File: config.mk
export PLATFORM = sky130hd
export DESIGN_NAME = gemm_result_reader
export DESIGN_NICKNAME = d
export VERILOG_FILES = /design/src/rtl/gemm_result_reader.sv
export SDC_FILE = /design/constraint.sdc
export NUM_CORES = 1
export LEC_CHECK = 0
export BUFFER_PORTS_ARGS = -buffer_cell sky130_fd_sc_hd__buf_4
export CELL_PAD_IN_SITES_DETAIL_PLACEMENT = 1
export CELL_PAD_IN_SITES_GLOBAL_PLACEMENT = 1
export CORE_MARGIN = 3
export CORE_UTILIZATION = 42
export DETAILED_ROUTE_END_ITERATION = 10
export HOLD_SLACK_MARGIN = 0.06
export MAX_ROUTING_LAYER = met4
export PLACE_DENSITY = 0.79
export RECOVER_POWER = 100
export SYNTH_ARGS = -nofsm -noshare
export SYNTH_HDL_FRONTEND = slang
export SYNTH_SLANG_ARGS = --single-unit
File: constraint.sdc
create_clock -name clk_i -period 6.4 [get_ports clk_i]
set_input_delay 1.28 -clock clk_i [delete_from_list [all_inputs] [get_ports clk_i]]
set_output_delay 1.28 -clock clk_i [all_outputs]
set_load 0.005 [all_outputs]
File: src/rtl/gemm_result_reader.sv
// Readback engine for the GeMM output-C SRAM: walks blocks 0..M*N-1, reads each
// block once and streams its meshRow*meshCol results out one per valid/ready beat.
module gemm_result_reader #(
   parameter int OutDataWidth  = 32,
   parameter int AddrWidth     = 16,
   parameter int SizeAddrWidth = 8,
   parameter int meshRow       = 2,
   parameter int meshCol       = 2
) (
   input  logic                                    clk_i,
   input  logic                                    rst_ni,
   input  logic                                    start_i,
   input  logic [SizeAddrWidth-1:0]                M_size_i,
   input  logic [SizeAddrWidth-1:0]                N_size_i,
   output logic [AddrWidth-1:0]                    sram_c_addr_o,
   output logic                                    sram_c_re_o,
   input  logic [meshRow*meshCol*OutDataWidth-1:0] sram_c_rdata_i,
   output logic [OutDataWidth-1:0]                 m_data_o,
   output logic                                    m_valid_o,
   input  logic                                    m_ready_i,
   output logic                                    m_last_o,
   output logic                                    busy_o,
   output logic                                    done_o
);

   localparam int P  = meshRow * meshCol;
   localparam int EW = (P > 1) ? $clog2(P) : 1;
   localparam int TW = 2 * SizeAddrWidth;
   localparam logic [EW-1:0] LAST_ELEM = EW'(P - 1);

   typedef enum logic [2:0] {
      S_IDLE,
      S_READ,
      S_CAPTURE,
      S_STREAM,
      S_DONE
   } state_t;

   state_t                       state_reg, state_next;
   logic [TW-1:0]                blk_reg, blk_next;
   logic [TW-1:0]                total_reg, total_next;
   logic [EW-1:0]                elem_reg, elem_next;
   logic [P*OutDataWidth-1:0]    block_reg, block_next;
   logic [OutDataWidth-1:0]      elem_words [P];
   logic                         final_blk;

   always_ff @(posedge clk_i) begin
      if (!rst_ni) begin
         state_reg <= S_IDLE;
         blk_reg   <= '0;
         total_reg <= '0;
         elem_reg  <= '0;
         block_reg <= '0;
      end else begin
         state_reg <= state_next;
         blk_reg   <= blk_next;
         total_reg <= total_next;
         elem_reg  <= elem_next;
         block_reg <= block_next;
      end
   end

   assign final_blk = (blk_reg == total_reg - TW'(1));

   always_comb begin
      state_next = state_reg;
      blk_next   = blk_reg;
      total_next = total_reg;
      elem_next  = elem_reg;
      block_next = block_reg;
      case (state_reg)
         S_IDLE: begin
            if (start_i) begin
               total_next = TW'(M_size_i) * TW'(N_size_i);
               blk_next   = '0;
               elem_next  = '0;
               state_next = ((M_size_i != '0) && (N_size_i != '0)) ? S_READ : S_DONE;
            end
         end
         S_READ: state_next = S_CAPTURE;
         S_CAPTURE: begin
            block_next = sram_c_rdata_i;
            elem_next  = '0;
            state_next = S_STREAM;
         end
         S_STREAM: begin
            if (m_ready_i) begin
               if (elem_reg == LAST_ELEM) begin
                  elem_next = '0;
                  if (final_blk) begin
                     state_next = S_DONE;
                  end else begin
                     blk_next   = blk_reg + TW'(1);
                     state_next = S_READ;
                  end
               end else begin
                  elem_next = elem_reg + EW'(1);
               end
            end
         end
         S_DONE:  state_next = S_IDLE;
         default: state_next = S_IDLE;
      endcase
   end

   // Element 0 sits in the LSBs of the SRAM word.
   for (genvar gi = 0; gi < P; gi++) begin : g_unpack
      assign elem_words[gi] = block_reg[gi*OutDataWidth +: OutDataWidth];
   end

   assign sram_c_addr_o = AddrWidth'(blk_reg);
   assign sram_c_re_o   = (state_reg == S_READ);
   assign m_valid_o     = (state_reg == S_STREAM);
   assign m_data_o      = m_valid_o ? elem_words[elem_reg] : '0;
   assign m_last_o      = m_valid_o && (elem_reg == LAST_ELEM) && final_blk;
   assign busy_o        = (state_reg == S_READ) || (state_reg == S_CAPTURE) ||
                          (state_reg == S_STREAM);
   assign done_o        = (state_reg == S_DONE);

endmodule

Word level (Yosys, flattened, before mapping)

Index checks and enable logic that the tools add are counted.

Register bits: 165
Word-level logic and storage cells: 54

Add/sub/neg operators: 3
$mul: 1
Order comparisons: 1
Equality and inequality tests: 10
Mux-type cells: 19
Bitwise logic cells: 1
Reduce and logical (&&, ||, !) cells: 14

Operator list:

| operator              | count |
|---|---|
| $mux 32               | 3 |
| $bmux 32 s2           | 1 |
| $mux 16               | 4 |
| $pmux 16 s2           | 1 |
| $add 16x1->16 const B | 1 |
| $eq 16x16->1          | 1 |
| $mul 8x8->16          | 1 |
| $reduce_bool 8->1     | 2 |
| $sub 16x1->16 const B | 1 |
| $mux 3                | 5 |
| $pmux 3 s4            | 1 |
| $eq 3x2->1 const B    | 2 |
| $mux 2                | 3 |
| $pmux 2 s3            | 1 |
| $reduce_and 3->1      | 2 |
| $reduce_and 5->1      | 1 |
| $ne 2x1->1 const B    | 2 |
| $ne 2x2->1 const B    | 2 |
| $eq 3x1->1 const B    | 1 |
| $eq 3x3->1 const B    | 1 |
| $ge 3x3->1 const B    | 1 |
| $logic_and 1x1->1     | 3 |
| $logic_not 3->1       | 1 |
| $not 2->3             | 1 |
| 6 further kinds       | 7 |

Depth between registers and ports, before layout

Depth after elaboration: 6
Mapped depth: 18
Mapped depth without buffers: 18

Least setup slack after synthesis

Ideal clock, no wire load.

Path kind: input to register
Start point: in N_size_i[2]
End point: reg total_reg[13]
Arrival time: 4.947 ns
Required time: 6.278 ns
Path slack: 1.331 ns
Stages on the path: 18
Cells stage by stage: and2_1 fa_1 inv_1 fa_1 inv_1 fa_1 inv_1 fa_1 inv_1 ha_1 o21ai_0 a21oi_1 o211ai_1 o211ai_1 a41oi_1 nor2b_1 xor2_1 o21ai_0

Word-level cells in the longest chain between the ends: 1

RTL lines:

| what                 | line | source |
|---|---|---|
| from (decl)          | 14   | `input logic [SizeAddrWidth-1:0] N_size_i,` |
| $mul 8x8->16         | 74   | `total_next = TW'(M_size_i) * TW'(N_size_i);` |
| to (signal assigned) | 57   | `total_reg <= total_next;` |
| to (decl)            | 41   | `logic [TW-1:0] total_reg, total_next;` |

No other way between the ends.
A chain may end at the register's enable or synchronous reset.

Final worst setup path

Start point: reg state_reg[0]
End point: reg block_reg[41]

Word-level cells in the longest chain between the ends: 1

RTL lines:

| what                   | line | source |
|---|---|---|
| from (decl)            | 39   | `state_t state_reg, state_next;` |
| from (signal assigned) | 55   | `state_reg <= state_next;` |
| $eq 3x2->1             | 71   | `case (state_reg)` |
| to (signal assigned)   | 59   | `block_reg <= block_next;` |
| to (decl)              | 43   | `logic [P*OutDataWidth-1:0] block_reg, block_next;` |

No other way between the ends.

==> summary.txt <==
Min path
  – WHS Endpoint: block_reg[34]
  – Worst Hold Launch: block_reg[34]
  – Worst Hold Class: reg2reg
  – Hold Path Depth: 2

CTS
  – CTS tree: built
  – Setup bufs post-CTS: 0
  – Clock Latency Late Sink: 430 ps
  – Number of hold buffers added after cts: 0
  – Root buf cell: clkbuf_16
  – Inserted Clock Buffers: 17
  – CTS resizes: 0
  – H-tree depth: 4
  – Clk slew on worst S/H paths: 70 ps
  – Clk sink count: 165
  – Clock Tree Buf Depth: 2

Pwr
  – Net load switching power: 1060 uW
  – Reg power frac: 37.3%
  – Net Sw Frac: 34.2%
  – Clk pwr share: 33.0%
  – Worst ir drop on vdd: 151 uV
  – PD cells: 255 nW/um2
  – Gate power share: 29.7%
  – Internal: 2050 uW
  – Leakage: 0.00507 uW

GRT
  – Grt ovf: 0
  – First-pass GRT wire length: 47,600 um
  – GR Util All Layers: 23.3%
  – Vias in the first global route: 9,079
  – Largest net degree at the start of global routing: 129
  – Initial antenna violation count: 1

Detailed routing
  – Total number of vias: 8,691
  – Remaining antenna violation count: 0
  – Drt first pass iters: 4
  – Remaining DRCs: 0
  – DRT iter0 DRCs: 398
  – Routed WL: 29,400 um
  – DR WL/cell: 17.9 um
  – Vias per inst: 5.29

Floorplanning
  – Initial Util: 43.5%
  – Num ports: 201
  – Row count: 55
  – Full die area: 25,800 um2
  – Die W: 160 um
  – CORE AREA: 23,100 um2
  – Die Y: 160 um

Synth
  – Sequential area share after synthesis: 33.0%
  – Commonest register cell after synthesis: dfxtp_1
  – Ys async rst share: 0%
  – Yosys top cell by area: dfxtp_1
  – Yosys top cell area share: 33.0%
  – Yosys reg bits: 165
  – Synth unique cells: 61
  – Post-Syn Area: 10,000 um2
  – Count leader, synth: nand2_1
  – Post-synth EDFFs: 0
  – Synth top cells by count: nand2_1 (322), dfxtp_1 (165), a21boi_0 (136)
  – Synth warnings: 0
  – Cell count after synthesis: 1,166
  – Synth Net Count: 1,389
  – Average size of a mapped cell: 8.60 um2
  – Synth top area cells: dfxtp_1 (33%), nand2_1 (12%), a21boi_0 (10%)

Critical path
  – Setup crit start kind: flop
  – Setup crit end kind: flop
  – Critical-path maximum fanout: 87
  – Reg2reg start: state_reg[0]
  – WS Path Type: reg2reg
  – WP data arrival: 5650 ps
  – R2R Setup Slk: 1080 ps
  – Reg2reg end: block_reg[41]
  – Reg2reg path depth: 6
  – Critical Path RT: 6730 ps

Timing
  – Hold Vio Cnt, Final: 0
  – Fraction of the cycle the final worst path needs: 83.1%
  – Max_slew headroom: -46.8%
  – Unrepaired setup endpoints after global routing: false
  – Final setup violation count: 0
  – Worst Tran Pin Value: 2200 ps
  – Slew Limit Fails: 244
  – Setup TNS: 0 ps
  – Final Critical Period: 5320 ps
  – Clk_skew: 15.1 ps
  – Upper clock frequency limit: 188 MHz

Placed design
  – Global placement routability congestion: 0.842
  – PortBufs: 200
  – HPWL after DPL: 21,100 um
  – Placed Area: 11,700 um2
  – Placed cells: 1,611

Outcome
  – Violated checks: capacitance limit, slew limit
  – Run status: finished, violations left

Cells and area
  – Non-Filler Instances: 1,644
  – Layout area overhead: 21.7%
  – Cell area after layout: 12,200 um2
  – Filler instances: 2,760
  – Fraction of layout cells with a size suffix above 1: 20.2%
  – Max reg flops: 128
  – Final #Nets: 1,540

Flow run
  – Max_cap viols: 5
## power by group through the flow
stage / logic [uW] / clock network (uW) / registers (uW)
global route: 1050 / 1090 / 1170
finish: 922 / 1030 / 1160
detailed placement: 927 / 0 / 1180
CTS: 934 / 1050 / 1160
floorplan: 665 / 0 / 1160
global placement: 881 / 0 / 1180
## worst max-delay path by stage
stage	cells after the start	slack (ps)	start	endpoint
2_1_floorplan	18	1330	N_size_i[2]	total_reg[13]
3_3_place_gp	19	1000	N_size_i[2]	total_reg[13]
3_5_place_dp	19	870	N_size_i[2]	total_reg[13]
4_1_cts	19	1320	N_size_i[2]	total_reg[13]
5_1_grt	6	590	state_reg[0]	block_reg[103]
6_report	6	1080	state_reg[0]	block_reg[41]
## cell type report
| cell class | count | area (um2) | area share [%] |
|---|---|---|---|
| multi-input combinational | 872 | 6210 | 50.9 |
| sequential | 165 | 3300 | 27.1 |
| timing repair buffer | 207 | 1490 | 12.2 |
| clock buffer | 18 | 439 | 3.60 |
| tap | 313 | 392 | 3.21 |
| inverter | 54 | 203 | 1.66 |
| clock inverter | 14 | 158 | 1.29 |
| antenna | 1 | 2.50 | 0.0205 |
## worst max-delay path, stage by stage, from the launching register on
cell,delay (ps)
dfxtp_1,300
clkbuf_1,750
inv_1,530
and2_0,1690
clkbuf_2,1490
nand2_1,170
a21boi_0,260
## kinds of logic (layout without fill, tap and decap cells)
logic type / count (synthesis) / in the layout / share of synthesized area [%]
other: 0 / 1 / 0
adder cells (fa/ha/maj): 75 / 75 / 12.1
AO/OA/AOI/OAI: 212 / 212 / 15.3
AND/OR/NAND/NOR: 516 / 516 / 24.0
XOR/XNOR: 33 / 33 / 2.88
multiplexers: 36 / 36 / 7.59
flip-flops: 165 / 165 / 33.0
buffers and inverters: 129 / 293 / 5.14
## cell usage in the layout, fill, tap and decap left out, drive strengths merged, types with 36 or more instances in the layout
cell type,instances
buf,153
and3,39
nand2,322
inv,61
ha,39
a21boi,136
dfxtp,165
and2,61
fa,36
clkbuf,72
## metrics by stage
step | hold slack [ps] | util [%] | total power, uW | worst slack (ps)
floorplan | 440 | - | 1820 | 1330
global placement | 449 | 50.6 | 2060 | 1000
detailed placement | 459 | 50.6 | 2110 | 867
CTS | 468 | 53.2 | 3140 | 1320
global route | 488 | 52.9 | 3310 | 594
finish | 466 | 52.9 | 3110 | 1080
## layer usage
metal | up-vias | wire (um) | track usage (%)
li1 | 4223 | - | -
met1 | 4282 | 13700 | 29.8
met2 | 163 | 13900 | 38.1
met3 | 23 | 1270 | 4.44
met4 | 0 | 507 | 5.76
met5 | - | 0 | -
Power figures use the tool's default switching activity.
